`src/rtl/pc_unit.sv`:
```
// Program counter with optional branch delay slot and fetch handshake.
// Ports: CLK/RST, PCSrc/immediate/addr/rs redirect controls, fetch_ready in;
// curPC/fetch_valid/nextPC/in_delay out. `PC_EXC_EN adds exc_req in, epc out.
module pc_unit #(
  parameter logic [31:0] RESET_PC   = 32'h0000_0000,
  parameter int          DELAY_SLOT = 1,
  parameter logic [31:0] EXC_VECTOR = 32'h0000_0080
) (
  input  logic        CLK,
  input  logic        RST,
  input  logic [1:0]  PCSrc,
  input  logic [31:0] immediate,
  input  logic [25:0] addr,
  input  logic [31:0] rs,
  input  logic        fetch_ready,
`ifdef PC_EXC_EN
  input  logic        exc_req,
  output logic [31:0] epc,
`endif
  output logic [31:0] curPC,
  output logic        fetch_valid,
  output logic [31:0] nextPC,
  output logic        in_delay
);

  typedef enum logic {IDLE = 1'b0, DELAY = 1'b1} state_e;

  state_e      state_q, state_d;
  logic [31:0] cur_q, cur_d;
  logic [31:0] pend_q, pend_d;
  logic        valid_q;
  logic [31:0] epc_q, epc_d;

  logic [31:0] seq, br, jr, jmp, tgt;
  logic        redirect, accept;
  logic [31:0] accept_pc;

  assign seq      = cur_q + 32'd4;
  assign br       = seq + {immediate[29:0], 2'b00};
  assign jr       = {rs[31:2], 2'b00};
  assign jmp      = {seq[31:28], addr, 2'b00};
  assign redirect = (PCSrc != 2'b00);
  assign accept   = valid_q & fetch_ready;

  always_comb begin
    tgt = seq;
    unique case (PCSrc)
      2'b00: tgt = seq;
      2'b01: tgt = br;
      2'b10: tgt = jr;
      2'b11: tgt = jmp;
    endcase
  end

  // PC loaded on the next accept, ignoring exceptions.
  always_comb begin
    accept_pc = seq;
    if (state_q == DELAY)
      accept_pc = pend_q;
    else if (redirect && DELAY_SLOT == 0)
      accept_pc = tgt;
  end

  // State register
  always_ff @(posedge CLK) begin
    if (RST) begin
      state_q <= IDLE;
      cur_q   <= RESET_PC;
      pend_q  <= '0;
      valid_q <= 1'b0;
      epc_q   <= '0;
    end else begin
      state_q <= state_d;
      cur_q   <= cur_d;
      pend_q  <= pend_d;
      valid_q <= 1'b1;
      epc_q   <= epc_d;
    end
  end

  // Next-state logic
  always_comb begin
    state_d = state_q;
    cur_d   = cur_q;
    pend_d  = pend_q;
    epc_d   = epc_q;
    if (accept) begin
      cur_d = accept_pc;
      unique case (state_q)
        IDLE: begin
          if (redirect && DELAY_SLOT != 0) begin
            pend_d  = tgt;
            state_d = DELAY;
          end
        end
        DELAY: state_d = IDLE;
      endcase
    end
`ifdef PC_EXC_EN
    // Exceptions win over any fetch activity, including a pending target.
    if (exc_req) begin
      cur_d   = EXC_VECTOR;
      epc_d   = cur_q;
      pend_d  = '0;
      state_d = IDLE;
    end
`endif
  end

  // Outputs
  always_comb begin
    curPC       = cur_q;
    fetch_valid = valid_q;
    in_delay    = (state_q == DELAY);
    nextPC      = accept_pc;
`ifdef PC_EXC_EN
    if (exc_req)
      nextPC = EXC_VECTOR;
`endif
  end

`ifdef PC_EXC_EN
  assign epc = epc_q;
  logic unused_bits;
  assign unused_bits = ^{immediate[31:30], rs[1:0]};
`else
  logic unused_bits;
  assign unused_bits = ^{immediate[31:30], rs[1:0], epc_q, epc_d,
                         EXC_VECTOR};
`endif

endmodule

```
`config.mk`:
```
export PLATFORM = sky130hd
export DESIGN_NAME = pc_unit
export DESIGN_NICKNAME = d
export VERILOG_FILES = /design/src/rtl/pc_unit.sv
export SDC_FILE = /design/constraint.sdc
export NUM_CORES = 1
export LEC_CHECK = 0
export BUFFER_PORTS_ARGS = -buffer_cell sky130_fd_sc_hd__clkbuf_2
export CAP_MARGIN = 5
export CELL_PAD_IN_SITES_DETAIL_PLACEMENT = 0
export CELL_PAD_IN_SITES_GLOBAL_PLACEMENT = 1
export CORE_MARGIN = 2
export CORE_UTILIZATION = 38
export DETAILED_ROUTE_END_ITERATION = 10
export PLACE_DENSITY = 0.85
export SYNTH_ARGS = -nofsm -noshare
export SYNTH_HDL_FRONTEND = slang
export SYNTH_SLANG_ARGS = --single-unit
export TNS_END_PERCENT = 1
```
`constraint.sdc`:
```
create_clock -name CLK -period 3.65 [get_ports CLK]
set_input_delay 0.1825 -clock CLK [delete_from_list [all_inputs] [get_ports CLK]]
set_output_delay 0.1825 -clock CLK [all_outputs]
set_load 0.005 [all_outputs]
```
* After elaboration in Yosys (flattened, before gate mapping)
Cells that the tools add are included.
** Storage, ports and cells
- Register bits after elaboration :: 66
- Bits in latches :: 0
- Bits in writable memories :: 0
- Memory bits (read-only) :: 0
- Bits of input ports :: 95
- Output and inout port bits :: 66
- Memories kept :: 0
** Operators by class
- Add/subtract/negate cells :: 2
- Multipliers :: 0
- Div/mod/pow operators :: 0
- Order comparisons :: 0
- Equal/unequal tests :: 3
- Shift operators :: 0
- Mux-type cells :: 5
- Bitwise gates (word level) :: 2
- Reduce and logical (&&, ||, !) cells :: 3
** Operators with widths (count)
- $pmux W32 S4 :: 1
- $add A32 B3 Y32 const B :: 1
- $add A32 B32 Y32 :: 1
- $mux W32 :: 1
- $eq A2 B2 Y1 const B :: 2
- $reduce_and A3 Y1 :: 1
- $eq A2 B1 Y1 const B :: 1
- $logic_not A2 Y1 :: 1
- $mux W1 :: 2
- $pmux W1 S2 :: 1
- $reduce_bool A2 Y1 :: 1
- $and A1 B1 Y1 :: 1
- $not A1 Y1 :: 1

* Longest topological paths before layout
Gate-level depths: netlist of run 1.
- Depth after elaboration :: 3
- Mapped depth :: 16
- Gate-level depth less buffers :: 15

* Least setup slack after synthesis of run 1
Ideal clock, no wire load.
- Path type :: flip-flop to flip-flop
- From :: register cur_q[2], in the netlist curPC[2]
- To :: register pend_q[31]
- Setup time :: 0.125 ns
- Data arrival time :: 3.277 ns
- Setup slack :: 0.248 ns
- Cell stages (with the launch flop) :: 17
- Buffers on the path :: 1
- Clock period less this slack :: 3.402 ns
- Path through :: dfxtp_1 > ha_1 > nand2_1 > nor3_4 > nand3_4 > nor2_1 > xor2_1 > ha_1 > clkbuf_1 > a21o_1 > a21o_1 > a21oi_1 > o21bai_1 > a2111oi_0 > o22ai_1 > a32oi_1 > o31ai_1
** On the way
- Longest elaborated chain between the ends :: 3
** RTL lines
- start: declaration :: RTL line 29 : logic [31:0] cur_q, cur_d;
- start signal: assignment :: RTL line 74 : cur_q <= cur_d;
- $add A32 B3 Y32 * :: RTL line 38 : assign seq = cur_q + 32'd4;
- $add A32 B32 Y32 :: RTL line 39 : assign br = seq + {immediate[29:0], 2'b00};
- $pmux W32 S4 * :: RTL line 47 : unique case (PCSrc)
- end signal: assignment :: RTL line 75 : pend_q <= pend_d;
- end: declaration :: RTL line 30 : logic [31:0] pend_q, pend_d;
Every way passes the cells marked *; elsewhere a longest branch is shown, timed or not.
A chain may end at the register's enable or synchronous reset.

* Final worst setup path of run 1
- From :: register cur_q[7], in the netlist curPC[7]
- To :: register pend_q[28]
The elaborated chain is that of the path after synthesis.

==> results of run 1 <==
==> kinds of logic (layout without fill, tap and decap cells) <==
kind of cell | count (synthesis) | in the layout | share of synthesized area [%]
xor+xnor | 49 | 49 | 7.76
buf+inv | 64 | 229 | 4.52
fa+ha+maj | 35 | 35 | 7.92
simple gates | 265 | 265 | 22.3
compound gates | 209 | 209 | 23.6
other cells | 0 | 1 | 0
mux | 54 | 54 | 10.3
flops | 66 | 66 | 23.5
==> sequential cells by signal, summed over array words and instances (netlist names) <==
| name | count |
|---|---|
| in_delay | 1 |
| fetch_valid | 1 |
| pend_q | 32 |
| curPC | 32 |
==> critical path, stage by stage, from the launching register on <==
cell and delay, ps:
dfxtp_1 440, nand4_4 210, nor3_4 380, nand3_1 190
xnor2_2 180, ha_1 380, nand4_1 170, o32ai_2 280
nor4_1 70, a21boi_2 180, nor2_1 140, a2111oi_2 50
buf_4 150, or4_1 400, a31oi_1 170
==> metal layers <==
metal / GRT usage (%) / up-vias / wire length [um]
li1: - / 3004 / -
met1: 32.9 / 2776 / 8930
met2: 36.9 / 178 / 8420
met3: 3.02 / 20 / 912
met4: 6.86 / 0 / 314
met5: 0 / - / 0
==> cell type report <==
cell class | instances | area, um^2
antenna | 1 | 2.50
clock buffer | 13 | 250
clock inverter | 3 | 15.0
fill | 1486 | 7380
inverter | 17 | 63.8
multi-input combinational | 612 | 4130
sequential | 66 | 1330
tap | 184 | 230
timing repair buffer | 196 | 1080
==> layout by cell type (no fill, tap or decap), types with 15 or more instances in the layout <==
| cell type | synthesis | final |
|---|---|---|
| buf_4 | 2 | 40 |
| a21oi_1 | 81 | 79 |
| clkbuf_2 | 1 | 156 |
| ha_1 | 34 | 30 |
| xnor2_1 | 25 | 23 |
| mux2i_1 | 21 | 21 |
| mux2_2 | 33 | 33 |
| a21o_1 | 16 | 16 |
| nand3_1 | 17 | 16 |
| nor2_1 | 60 | 60 |
| inv_1 | 16 | 16 |
| o211ai_1 | 15 | 15 |
| dfxtp_1 | 66 | 63 |
| o21ai_0 | 33 | 32 |
| xor2_1 | 23 | 22 |
| nand2_1 | 116 | 115 |
==> timing repair <==
item | 4_1_cts | 5_1_grt
setup buffers | 0 | 1
endpoints found under the setup margin | 0 | 11
gates resized for setup | 0 | 19
==> where the power goes <==
part           leakage, nW  internal [W]  switching (W)
sequential           0.538      0.000749      0.0000199
clock                0.133      0.000475       0.000325
combinational         2.59      0.000162       0.000223
==> through the flow <==
step / hold WS (ps) / util, % / setup TNS (ps) / power (W) / instance area [um^2]
after floorplan: 380 / - / 0 / 0.00101 / 5620
after CTS: 142 / 48.4 / 0 / 0.00196 / 7010
final: 147 / 49.0 / 0 / 0.00195 / 7100
after global placement: 432 / 46.6 / 0 / 0.00116 / 6740
after detailed placement: 443 / 46.6 / 0 / 0.00116 / 6740
after global routing: 157 / 49.0 / -106 / 0.00203 / 7100
==> worst max-delay path by stage <==
stage	start	endpoint	slack, ps	depth (start not counted)
2_1_floorplan	curPC[2]$_SDFFE_PP0P_	pend_q[31]$_SDFFE_PP0P_	250	16
3_3_place_gp	curPC[3]$_SDFFE_PP0P_	pend_q[31]$_SDFFE_PP0P_	110	15
3_5_place_dp	curPC[3]$_SDFFE_PP0P_	pend_q[26]$_SDFFE_PP0P_	100	15
4_1_cts	curPC[3]$_SDFFE_PP0P_	pend_q[25]$_SDFFE_PP0P_	60	14
5_1_grt	curPC[2]$_SDFFE_PP0P_	pend_q[25]$_SDFFE_PP0P_	-60	14
6_report	curPC[7]$_SDFFE_PP0P_	pend_q[28]$_SDFFE_PP0P_	200	14
==> impl_metrics.ini, run 1 <==
[yosys]
synth.most_common_cell = nand2_1
synth_warnings = 0
syn_area_um2 = 5620
synth-seq-area-share_pct = 23.5
synth_area_leaders = dfxtp_1 (23%), nand2_1 (7.7%), ha_1 (7.6%), a21oi_1 (7.2%), mux2_2 (6.6%)
synth_ff_type = dfxtp_1
synth_fp_nets = 872
synth_edf_count = 0
synthDistinctLibCells = 67
synth_common_cells = nand2_1 (116), a21oi_1 (81), dfxtp_1 (66), nor2_1 (60), clkbuf_1 (36)
ys_ff_latch = 66
synth_top_area_cell = dfxtp_1
synthArstFlopShare_pct = 0
synth.avg_cell_area_um2 = 7.58
synth_top_area_share_pct = 23.5
syn_inst = 742

[critical_path]
critPathLaunchType = register
rr_startpoint = curPC[7]$_SDFFE_PP0P_
crit_type = register to register
crit_path_max_fanout = 6
ff2ff_path_depth = 14
crit_path_end_kind = register
arrival_ps = 3720
r2r_setup_slack_ps = 200
required_ps = 3910
r2r-end = pend_q[28]$_SDFFE_PP0P_

[clocking]
clkSinkCount = 66
hold_buffers = 0
root_buffer = clkbuf_16
htree_levels = 3
cts-buffers-inserted = 9
clk_pin_slew_ps = 50
cts_tree = built
clk_latency_ps = 340
cts_buffer_depth = 2

[power_and_ir_drop]
peakVddDrop_v = 0.000212
p_leak_nw = 3.26
power.density_nw_per_um2 = 275

[floorplanning]
io_pins = 161
die_w_um = 126
core_um2 = 14500
initial_core_util_pct = 38.8
die_y_um = 126
die_area_um2 = 15800
rows = 44

[job]
maxCapViolations = 0

[drt]
ant_nets = 0
first_pass_iters = 5
routed_wl_mm = 18.6
drt_iter0_markers = 502
vias = 5978
drc_errors = 0
vias_per_cell = 5.47
routedWlPerCell_um = 17.0

[grt]
grt_max_degree = 54
grt_overflow = 0
track_usage_pct = 23.2
grt_pass1_vias = 5598
grt_pass1_wl_mm = 29.4
antenna_found_initial = 1

[sta]
worst_pin_slew_ps = 701
slew_viol_final = 0
hold_viol_final = 0
max_freq_ghz = 0.290
rsz0062_at_grt = yes
finalSetupViolCount = 0
finClkSkew_ps = 6.92
relSlewSlack_pct = 53.3
setup_ws_ps = 197
finalCritPeriodShare_pct = 94.6
fin_crit_ps = 3450

[min_path]
hold_end = pend_q[7]$_SDFFE_PP0P_
min_delay_path_depth = 3
worstHoldStart = rs[7]
hold_path_class = input pin to register

[placement]
portBuffers = 156
dpl.hpwl_mm = 14.0
dp.cells = 1074
place_ws_ps = 97.0
gp_congestion = 0.930

[final_layout]
area_delta_synth_final_pct = 26.3
layout.cells.non_filler = 1092
drive_gt1_share_pct = 30.4
layout.nets = 1032

[status]
status = finished, final reports clean
No activity file was read; power rests on OpenSTA's default activity.
==> inputs of run 2 (changes only) <==
- REMOVE_ABC_BUFFERS: unset -> 1
==> run 2 against run 1 <==
Global-route usage up 0.70 points. Fmax down 1.4%. Cell count up 0.92%. Die area unchanged. Clock skew about the same. Largest cell class unchanged. Largest power group unchanged.
==> impl_metrics.ini, run 2 (same netlist as run 1, synthesis figures left out) <==
[critical_path]
crit_type = register to register
crit_path_max_fanout = 5
r2r_setup_slack_ps = 150
required_ps = 3910
arrival_ps = 3760
critPathLaunchType = register
crit_path_end_kind = register

[final_layout]
design_area_um2 = 7190
final_cell_mix = clkbuf_2 (156), nand2_1 (115), a21oi_1 (79)
drive_gt1_share_pct = 31.2
antenna_cells = 0
nFillCells = 1471
layout.cells.non_filler = 1102
final_common_cell = clkbuf_2
layout.nets = 1043
area_delta_synth_final_pct = 27.8

[placement]
gp_congestion = 0.880
dpl_cell_area_um2 = 6830
place_ws_ps = 72.4
dpl.hpwl_mm = 14.6
dp.cells = 1085
portBuffers = 156

[power_and_ir_drop]
power.density_nw_per_um2 = 283
swShare_pct = 27.5
report.power.total_w = 0.00203
p_leak_nw = 3.31
clockPowerShare_pct = 43.5
peakVddDrop_v = 0.000210
switching_power_w = 0.000559
pwr-share-comb_pct = 18.6
seqPwrFrac_pct = 37.9
p_int_w = 0.00148

[drt]
routedWlPerCell_um = 17.4
drc_errors = 0
drt_iter0_markers = 429
first_pass_iters = 4
routed_wl_mm = 19.2
vias_per_cell = 5.55
vias = 6113
ant_nets = 0

[sta]
worst_pin_slew_ps = 1170
max_freq_ghz = 0.286
finalCritPeriodShare_pct = 95.9
finalSetupViolCount = 0
hold_viol_final = 0
setup_ws_ps = 149
slew_viol_final = 0
fin_hold_ws_ps = 152
fin_crit_ps = 3500
finClkSkew_ps = 6.55
relSlewSlack_pct = 22.1

[clocking]
cts-buffers-inserted = 9
htree_levels = 3
root_buffer = clkbuf_16
cts_tree = built
clkSinkCount = 66
cts_buffer_depth = 2
clk_latency_ps = 340
clk_pin_slew_ps = 50
hold_buffers = 0

[min_path]
hold_path_class = input pin to register

[status]
status = finished, final reports clean

[floorplanning]
initial_core_util_pct = 38.8
die_w_um = 126
die_y_um = 126
core_um2 = 14500
io_pins = 161
rows = 44
die_area_um2 = 15800

[job]
maxCapViolations = 0

[grt]
track_usage_pct = 23.9
antenna_found_initial = 0
grt_max_degree = 46
grt_pass1_vias = 5762
grt_overflow = 0
grt_pass1_wl_mm = 30.3
==> run 2: metrics by stage <==
step           util [%]  TNS, ps
6_report           49.6        0
5_1_grt            49.6    -9.25
4_1_cts            49.2        0
3_5_place_dp       47.1        0
3_3_place_gp       47.1        0
2_1_floorplan         -        0
==> run 2: cell type report <==
| class | count | area, um^2 | share of cell area [%] |
|---|---|---|---|
| clock inverter | 2 | 35.0 | 0.487 |
| sequential | 66 | 1330 | 18.5 |
| multi-input combinational | 612 | 4100 | 57.1 |
| tap | 184 | 230 | 3.20 |
| timing repair buffer | 207 | 1160 | 16.2 |
| inverter | 17 | 63.8 | 0.888 |
| clock buffer | 14 | 264 | 3.67 |
==> run 2: power by group through the flow <==
| stage | Sequential (W) | Combinational, W | Clock [W] |
|---|---|---|---|
| final | 0.000770 | 0.000379 | 0.000885 |
| after global routing | 0.000774 | 0.000417 | 0.000927 |
| after CTS | 0.000769 | 0.000375 | 0.000891 |
| after detailed placement | 0.000785 | 0.000372 | 0 |
| after global placement | 0.000784 | 0.000371 | 0 |
| after floorplan | 0.000785 | 0.000195 | 0 |
==> run 2: worst paths after layout <==
path,from,end,depth (start not counted)
worst max-delay path,curPC[3]$_SDFFE_PP0P_,pend_q[28]$_SDFFE_PP0P_,17
worst min-delay path,rs[5],pend_q[5]$_SDFFE_PP0P_,3
worst max register to register,curPC[3]$_SDFFE_PP0P_,pend_q[28]$_SDFFE_PP0P_,17
worst min register to register,pend_q[0]$_SDFFE_PP0P_,pend_q[0]$_SDFFE_PP0P_,2
==> run 2: routing by layer <==
layer	track usage [%]	part of all wire (%)	vias up
met4	7.45	2.5	0
met2	38.3	45	202
met5	0	0	-
li1	-	-	3020
met3	4.76	6.0	28
met1	32.4	46	2863
==> run 2: worst max-delay path, stage by stage, from the launching register on <==
cell and delay [ps]:
dfxtp_2 350, ha_2 200, nand2_2 90, nor3_4 280
buf_4 180, nand2_1 60, xnor2_1 130, buf_4 150
ha_2 370, nand4_1 140, o32ai_2 300, nor4_1 70
a21boi_2 180, nor2_2 130, a2111oi_2 60, buf_4 160
or4_1 400, a31oi_1 170
==> run 2: timing repair <==
item	CTS	global route
buffers inserted	0	1
endpoints found under the hold margin	0	0
endpoints found under the setup margin	0	11
gates resized for setup	0	18
==> inputs of run 3 (changes only) <==
- ABC_CLOCK_PERIOD_IN_PS: unset -> 3160
- CORE_UTILIZATION: 38 -> 34
- PLACE_DENSITY: 0.85 -> 0.8
- clock period: 3.65 -> 3.16 ns (I/O delays scaled with it)
==> run 3 against run 2 <==
The run now ends with negative setup slack left. Largest power group unchanged. Utilization up 1.8 points. Setup slack worse by 220 ps. Critical endpoint is now pend_q[24]$_SDFFE_PP0P_. Largest cell class unchanged. Critical path depth is 1 lower.
==> impl_metrics.ini, run 3 (same netlist as run 1, synthesis figures left out) <==
[drt]
drc_errors = 0
routedWlPerCell_um = 17.4
vias = 6567
ant_nets = 0
routed_wl_mm = 21.6
vias_per_cell = 5.30
first_pass_iters = 6
drt_iter0_markers = 460

[grt]
grt_max_degree = 49
grt_pass1_vias = 6366
track_usage_pct = 24.2
antenna_found_initial = 0
grt_pass1_wl_mm = 33.6
grt_overflow = 0

[power_and_ir_drop]
report.power.total_w = 0.00235
power.density_nw_per_um2 = 279
p_leak_nw = 3.97
peakVddDrop_v = 0.000216

[clocking]
clkSinkCount = 66
root_buffer = clkbuf_16
clk_pin_slew_ps = 60
hold_buffers = 0
cts_tree = built
cts-buffers-inserted = 9
htree_levels = 3
clk_latency_ps = 340
cts_buffer_depth = 2

[critical_path]
required_ps = 3430
crit_slowest_cell = dfxtp_2
crit_path_max_fanout = 6
path_depth = 16
cp_num_buf_inv = 2
critPathLaunchType = register
critPathTopFamily = compound AO/OA/AOI/OAI gates
r2r_setup_slack_ps = -70
rr_startpoint = curPC[2]$_SDFFE_PP0P_
ff2ff_path_depth = 16
crit_path_end_kind = register
r2r-end = pend_q[24]$_SDFFE_PP0P_
critPathLaunch = curPC[2]$_SDFFE_PP0P_
crit_type = register to register
crit_end = pend_q[24]$_SDFFE_PP0P_
crit_path_max_incr_delay_ps = 350
arrival_ps = 3500
cp_cell_sequence = ha_4, nand2_4, nor3_4, buf_6, nand2_1, xnor2_2, ha_4, nand4_1, o32ai_2, nor4_1, a21boi_2, buf_4, o31ai_2, xor2_1, nand2_1, a31oi_1

[final_layout]
layout.cells.non_filler = 1239
antenna_cells = 0
nFillCells = 1637
final_core_util_pct = 51.5
final_cell_mix = clkbuf_2 (156), buf_4 (148), nand2_1 (114)
drive_gt1_share_pct = 43.7
seq_area_um2 = 1330
area_delta_synth_final_pct = 49.6
layout.nets = 1145
multi_input_area_um2 = 4520
final_common_cell = clkbuf_2

[placement]
dp.cells = 1211
dpl.hpwl_mm = 16.2
portBuffers = 156
gp_congestion = 0.887

[min_path]
hold_path_class = input pin to register
worstHoldStart = rs[5]

[sta]
setup_ws_ps = -71.2
finalSetupViolCount = 9
relSlewSlack_pct = 42.1
setup_tns_ps = -346
hold_viol_final = 0
fin_hold_ws_ps = 119
rsz0062_at_grt = yes
max_freq_ghz = 0.309
finClkSkew_ps = 7.34
slew_viol_final = 0
finalCritPeriodShare_pct = 102
worst_pin_slew_ps = 868
fin_crit_ps = 3230

[floorplanning]
die_area_um2 = 17600
io_pins = 161
rows = 47
core_um2 = 16300
die_w_um = 133
initial_core_util_pct = 34.4
die_y_um = 133

[status]
violations = negative setup slack
status = complete, but fails checks

[job]
maxCapViolations = 0
## run 3: repair_timing
action / in CTS / in global routing
pin swaps: 48 / 14
resized for setup: 65 / 36
cloned: 0 / 0
buffers inserted: 11 / 3
setup endpoints to repair: 15 / 18
## run 3: worst min-delay path by stage
stage / slack (ps) / depth (start not counted) / to
2_1_floorplan: 230 / 1 / curPC[10]$_SDFFE_PP0P_
3_3_place_gp: 430 / 1 / pend_q[23]$_SDFFE_PP0P_
3_5_place_dp: 440 / 1 / pend_q[18]$_SDFFE_PP0P_
4_1_cts: 110 / 3 / pend_q[5]$_SDFFE_PP0P_
5_1_grt: 130 / 3 / pend_q[7]$_SDFFE_PP0P_
6_report: 120 / 3 / pend_q[5]$_SDFFE_PP0P_
## run 3: worst reg2reg max path, delay by kind of cell, from the launching register on
family                   cells  cell delay (ps)
AO/OA/AOI/OAI                4              960
XOR/XNOR                     2              370
adder cells (fa/ha/maj)      2              480
buffers and inverters        2              290
flip-flops                   1              350
AND/OR/NAND/NOR              6              700
## run 3: cell type report
type                            instances  area share, %
Multi-Input combinational cell        612           53.7
Clock inverter                          3          0.178
Sequential cell                        66           15.8
Timing Repair Buffer                  309           23.2
Clock buffer                           12           3.05
Tap cell                              220           3.27
Inverter                               17          0.758
## run 3: metrics by stage
stage               worst slack, ps  cell area, um^2
floorplan                      -159             5430
global placement               -277             7550
detailed placement             -310             7550
CTS                           -43.7             8230
global route                   -249             8410
finish                        -71.2             8410
## run 3: where the power goes
group / internal (W) / total [W] / switching [W]
logic: 0.000232 / 0.000518 / 0.000286
clock network: 0.000565 / 0.000939 / 0.000374
registers: 0.000865 / 0.000888 / 0.0000225
total: 0.00166 / 0.00235 / 0.000683
## run 3: routing by layer
layer  wire (um)  GRT usage [%]  up-vias  share of wire, %
li1            -              -     3228                 -
met1        9640           31.9     3076                45
met2       10200           40.4      235                47
met3        1290           4.67       28               6.0
met4         450           6.39        0               2.1
met5           0              0        -                 0
